**src/rtl/ysyx_23060184_exu_seq_pkg.sv**
```systemverilog
// Shared execute-stage definitions: sequencer state encodings and
// the operand/control field widths used by the EXU datapath registers.
package ysyx_23060184_exu_seq_pkg;

  localparam int ALU_OP_LENGTH = 4;
  localparam int PC_SRC_LENGTH = 2;

  typedef enum logic [1:0] {
    IDLE = 2'd0,
    EXEC = 2'd1,
    DONE = 2'd2
  } exu_state_e;

endpackage

```
**src/rtl/ysyx_23060184_exu_seq.sv**
```systemverilog
// Execute-stage sequencer between IDU and EXU. It hands out one-cycle
// capture enables for operands (OpLatch) and results (ResLatch), counts
// down multi-cycle ops, and holds Evalid until memory takes the result.
module ysyx_23060184_exu_seq
  import ysyx_23060184_exu_seq_pkg::*;
#(
  parameter int LAT_W = 4,
  parameter int CNT_W = 32
) (
  input  logic             clk,
  input  logic             rst,
  input  logic             Dvalid,
  input  logic [LAT_W-1:0] OpLat,
  input  logic             Mready,
  input  logic             Flush,
  output logic             Eready,
  output logic             Evalid,
  output logic             OpLatch,
  output logic             ResLatch,
  output logic             Busy,
  output logic [CNT_W-1:0] RetireCnt
);

  exu_state_e       r_state;
  exu_state_e       w_state_nxt;
  logic [LAT_W-1:0] r_cnt;
  logic [LAT_W-1:0] w_cnt_nxt;
  logic [CNT_W-1:0] r_retire_cnt;

  logic w_eready;
  logic w_accept;
  logic w_retire;
  logic w_lat_zero;
  logic w_cnt_last;

  // A new op can enter when idle, or when the finished result leaves
  // this same cycle, which gives back-to-back issue without a bubble.
  assign w_eready   = (r_state == IDLE) | ((r_state == DONE) & Mready);
  assign w_accept   = Dvalid & w_eready & ~Flush;
  assign w_lat_zero = (OpLat == '0);
  assign w_cnt_last = (r_cnt == LAT_W'(1));

  // A flushed result is never presented, so it can never be retired.
  assign Evalid    = (r_state == DONE) & ~Flush;
  assign w_retire  = Evalid & Mready;

  assign Eready    = w_eready;
  assign OpLatch   = w_accept;
  assign Busy      = (r_state != IDLE);
  assign RetireCnt = r_retire_cnt;

  // Next-state, countdown and result-capture decode; Flush overrides all.
  always_comb begin
    w_state_nxt = r_state;
    w_cnt_nxt   = r_cnt;
    ResLatch    = 1'b0;
    if (w_accept) begin
      w_cnt_nxt = OpLat;
      if (w_lat_zero) begin
        ResLatch    = 1'b1;
        w_state_nxt = DONE;
      end else begin
        w_state_nxt = EXEC;
      end
    end else begin
      case (r_state)
        EXEC: begin
          w_cnt_nxt = r_cnt - LAT_W'(1);
          if (w_cnt_last) begin
            ResLatch    = 1'b1;
            w_state_nxt = DONE;
          end
        end
        DONE: begin
          if (Mready) begin
            w_state_nxt = IDLE;
          end
        end
        default: begin
          w_state_nxt = r_state;
        end
      endcase
    end
    if (Flush) begin
      ResLatch    = 1'b0;
      w_state_nxt = IDLE;
    end
  end

  // State, countdown and retire counter; reset wins over Flush and Dvalid.
  always_ff @(posedge clk) begin
    if (rst) begin
      r_state      <= IDLE;
      r_cnt        <= '0;
      r_retire_cnt <= '0;
    end else begin
      r_state <= w_state_nxt;
      r_cnt   <= w_cnt_nxt;
      if (w_retire) begin
        r_retire_cnt <= r_retire_cnt + CNT_W'(1);
      end
    end
  end

endmodule

```
**config.mk**
```make
export PLATFORM = sky130hd
export DESIGN_NAME = ysyx_23060184_exu_seq
export DESIGN_NICKNAME = d
export VERILOG_FILES = /design/src/rtl/ysyx_23060184_exu_seq_pkg.sv /design/src/rtl/ysyx_23060184_exu_seq.sv
export SDC_FILE = /design/constraint.sdc
export NUM_CORES = 1
export LEC_CHECK = 0
export ABC_AREA = 0
export CORE_MARGIN = 5
export CORE_UTILIZATION = 30
export CTS_BUF_LIST = sky130_fd_sc_hd__clkbuf_4 sky130_fd_sc_hd__clkbuf_8
export DETAILED_ROUTE_END_ITERATION = 8
export GPL_ROUTABILITY_DRIVEN = 0
export GPL_TIMING_DRIVEN = 0
export PLACE_DENSITY_LB_ADDON = 0.05
export SYNTH_ARGS = -nofsm -noshare
export SYNTH_HDL_FRONTEND = slang
export SYNTH_SLANG_ARGS = --single-unit
```
**constraint.sdc**
```tcl
create_clock -name clk -period 6.1 [get_ports clk]
set_input_delay 0.61 -clock clk [delete_from_list [all_inputs] [get_ports clk]]
set_output_delay 0.61 -clock clk [all_outputs]
set_load 0.02 [all_outputs]
```
==> impl_metrics.py <==
metrics = {
    "status": {
        "status": "finished, final reports clean",
    },
    "grt": {
        "use_met3": 0.03255,
        "grtUsageTotal": 0.1303,
        "grt_pass1_vias": 1879,
        "grtUsageMet2": 0.2110,
        "grtUsageMet1": 0.1669,
        "busiest_layer": "met2",
        "overflow": 0,
        "grt_max_degree": 13,
        "grt_pass1_wl_um": 8956,
        "grt_antenna_before_repair": 0,
    },
    "setup_path": {
        "ff2ff_path_depth": 7,
        "r2r_slack_ns": 3.65,
        "slowest_stage": "clkdlybuf4s50_1",
        "end_kind": "primary output",
        "worstReg2RegStart": "r_state[1]$_SDFFE_PP0P_",
        "crit_family": "buffers and inverters",
        "startpoint_type": "input port",
        "cp-endpoint": "ResLatch",
        "crit_fanout": 7,
        "cp.arrival_ns": 2.65,
        "path_class": "in -> out",
        "crit_start": "Flush",
        "crit_buf_inv": 3,
        "cp_data_required_time_ns": 5.49,
        "slowest_delay_ns": 0.63,
        "crit_chain": "clkdlybuf4s50_1 -> nor2_1 -> nand3_1 -> inv_1 -> nor2_1 -> nor3_1 -> clkdlybuf4s50_1",
        "cp_num_cells": 7,
        "r2r-end": "RetireCnt[26]$_SDFFE_PP0P_",
    },
    "synth": {
        "synth_cell_types": 37,
        "synth_edf_count": 0,
        "synthesis.nets": 243,
        "async_reset_ff_frac": 0,
        "syn_area_um2": 1906,
        "synthCells": 231,
        "synth_xor_area_frac": 0.04137,
        "synth-warning-count": 0,
        "synth_mux_area_frac": 0.01707,
        "yosysSeqAreaShare": 0.3992,
        "ys_ff_latch": 38,
        "synth.top_cell.area_share": 0.3992,
        "yosys.area_share.simple": 0.2968,
        "synth_top_family_by_area": "simple AND/OR/NAND/NOR gates",
        "yosysTopAreaCell": "dfxtp_1",
        "yosys.area_share.adder": 0.01970,
        "synth_compound_area_frac": 0.1740,
        "ys.flop_type": "dfxtp_1",
        "ys_top_cells_by_area": "dfxtp_1, a21oi_1, or4_1",
        "syn_avg_cell_area_um2": 8.249,
    },
    "cells_and_area": {
        "filler_cell_count": 670,
        "area_delta_synth_final_pct": 33.68,
        "antenna_cells": 0,
        "final_nets": 295,
        "regArea_um2": 760.7,
        "final_cells": 361,
        "drive_above_1_share": 0.05282,
        "multi_input_area_um2": 1046,
        "stdcell_area_um2": 2547,
    },
    "cts": {
        "cts_resized": 0,
        "cts_tree": "done",
        "path_clk_slew_ns": 0.07,
        "htreeDepth": 2,
        "cts_setup_buffers": 0,
        "clock_latency_ns": 0.29,
        "numCtsBuffers": 5,
        "cts_root_buf": "clkbuf_8",
        "cts_hold_buf": 0,
        "cts.path.max_buffers": 2,
        "clock_sinks": 38,
    },
    "placed_design": {
        "dp_hpwl_um": 3678,
        "preCtsSetupSlack_ns": 2.821,
        "place_area_um2": 2452,
        "port_buffers": 45,
        "placed_cells": 353,
    },
    "power": {
        "power-per-cell-area_nw_per_um2": 185.0,
        "power.share.clock": 0.393,
        "p_int_mw": 0.3568,
        "p_leak_nw": 0.7725,
        "p_comb_frac": 0.069,
        "switchingPower_mw": 0.1145,
        "netSwitchingFraction": 0.2430,
        "seq_power_share": 0.538,
        "vdd_drop_max_mv": 0.09031,
    },
    "sta": {
        "drv_slew": 0,
        "fin_skew_ns": 0.01007,
        "hold_viol": 0,
        "fin_crit_ns": 3.260,
        "fin_ws_ns": 2.840,
        "max_freq_mhz": 306.8,
        "fin_tns_setup_ns": 0,
        "finalCritPeriodShare": 0.5344,
        "worst_pin_slew_ns": 0.7056,
        "setup_viol": 0,
        "rsz0062_at_grt": "false",
        "maxSlewHeadroom": 0.5230,
    },
    "worst_hold_path": {
        "hold_path_class": "reg -> reg",
    },
    "floorplanning": {
        "die_area_um2": 8046,
        "initial_core_util": 0.3036,
        "io_pins": 46,
        "die_y_um": 89.70,
        "die_w_um": 89.70,
        "core_um2": 6277,
        "num_rows": 29,
    },
    "detailed_routing": {
        "finalWirelength_um": 5123,
        "vias": 1860,
        "viasPerCell": 5.152,
        "drc": 0,
        "firstDrtPassIters": 4,
        "drtIter0Drc": 100,
        "wl_per_cell_um": 14.19,
        "ant_nets": 0,
    },
    "job": {
        "maxCapViolations": 0,
    },
}
[per-layer routing]
metal	vias to the layer above	wire length, um
li1	959	-
met1	857	2508
met2	37	2349
met3	7	194
met4	0	71
met5	-	0
[Yosys cell counts, types with 5 or more instances]
library cell  instances
dfxtp_1              38
a21oi_1              27
nor2_1               19
or4_1                17
o31ai_1              16
nand2_1              12
clkbuf_1             11
inv_1                10
nand3_1              10
o21ai_0               8
or3_1                 8
nand4_1               7
xnor2_1               6
nor3_1                5
[logic make-up (layout without fill, tap and decap cells)]
kind of cell               count (synthesis)  after routing
AOI/OAI and AO/OA                         56             56
DFF                                       38             38
xor gates and xnor gates                   9              9
muxes                                      3              3
and+or+nand+nor                           98             98
adders and majority gates                  3              3
buffers and inverters                     24             77
[worst min-delay path by stage]
stage	startpoint	slack [ns]	cells past startpoint	endpoint
floorplan	r_cnt[1]$_SDFFE_PP0P_	0.45	2	r_cnt[1]$_SDFFE_PP0P_
global placement	r_cnt[1]$_SDFFE_PP0P_	0.47	2	r_cnt[1]$_SDFFE_PP0P_
detailed placement	r_cnt[1]$_SDFFE_PP0P_	0.48	2	r_cnt[1]$_SDFFE_PP0P_
CTS	r_cnt[1]$_SDFFE_PP0P_	0.49	2	r_cnt[1]$_SDFFE_PP0P_
global route	RetireCnt[16]$_SDFFE_PP0P_	0.51	2	RetireCnt[16]$_SDFFE_PP0P_
finish	r_cnt[1]$_SDFFE_PP0P_	0.48	2	r_cnt[1]$_SDFFE_PP0P_
[final cells by class]
| cell class | count | area share |
|---|---|---|
| tap | 77 | 0.03782 |
| timing repair buffer | 45 | 0.1768 |
| sequential | 38 | 0.2986 |
| clock buffer | 6 | 0.03242 |
| inverter | 10 | 0.01473 |
| clock inverter | 2 | 0.004912 |
| multi-input combinational | 169 | 0.4106 |
| buffer | 14 | 0.02407 |
[metrics by stage]
stage               utilization  hold WS [ns]  power [mW]
finish                   0.4058        0.4823      0.4713
global route             0.4058        0.5133      0.4931
CTS                      0.4058        0.4924      0.4808
detailed placement       0.3907        0.4811      0.2922
global placement         0.3907        0.4734      0.2922
floorplan                     -        0.4494      0.2771
[power by group through the flow]
stage,Clock (mW),Combinational [mW],Sequential [mW]
2_1_floorplan,0,0.0184,0.259
3_3_place_gp,0,0.0328,0.259
3_5_place_dp,0,0.0328,0.259
4_1_cts,0.194,0.0331,0.254
5_1_grt,0.203,0.0362,0.254
6_report,0.185,0.0324,0.253
[worst register-to-register path, delay by kind of cell (launching register included)]
family / cells / cell delay [ns]
flip-flops: 1 / 0.45
buffers and inverters: 3 / 0.78
AO/OA/AOI/OAI: 2 / 0.38
AND/OR/NAND/NOR: 2 / 0.72
[placed cells by master (no fill, tap or decap), types with 2 or more instances in the layout]
master / count
a211oi_1: 2
a21oi_1: 27
and4_1: 2
clkbuf_1: 11
clkbuf_8: 6
clkdlybuf4s50_1: 45
dfxtp_1: 38
ha_1: 3
inv_1: 10
mux2_2: 2
nand2_1: 12
nand3_1: 10
nand4_1: 7
nor2_1: 19
nor2b_1: 3
nor3_1: 5
nor4_1: 3
o21ai_0: 8
o31ai_1: 16
or2_2: 2
or2b_1: 3
or3_1: 8
or4_1: 17
xnor2_1: 6
xor2_1: 3
[sequential cells by signal, indices dropped and copies added (netlist names)]
register   cells
RetireCnt     32
r_cnt          4
r_state        2
(Power assumes the default switching activity.)
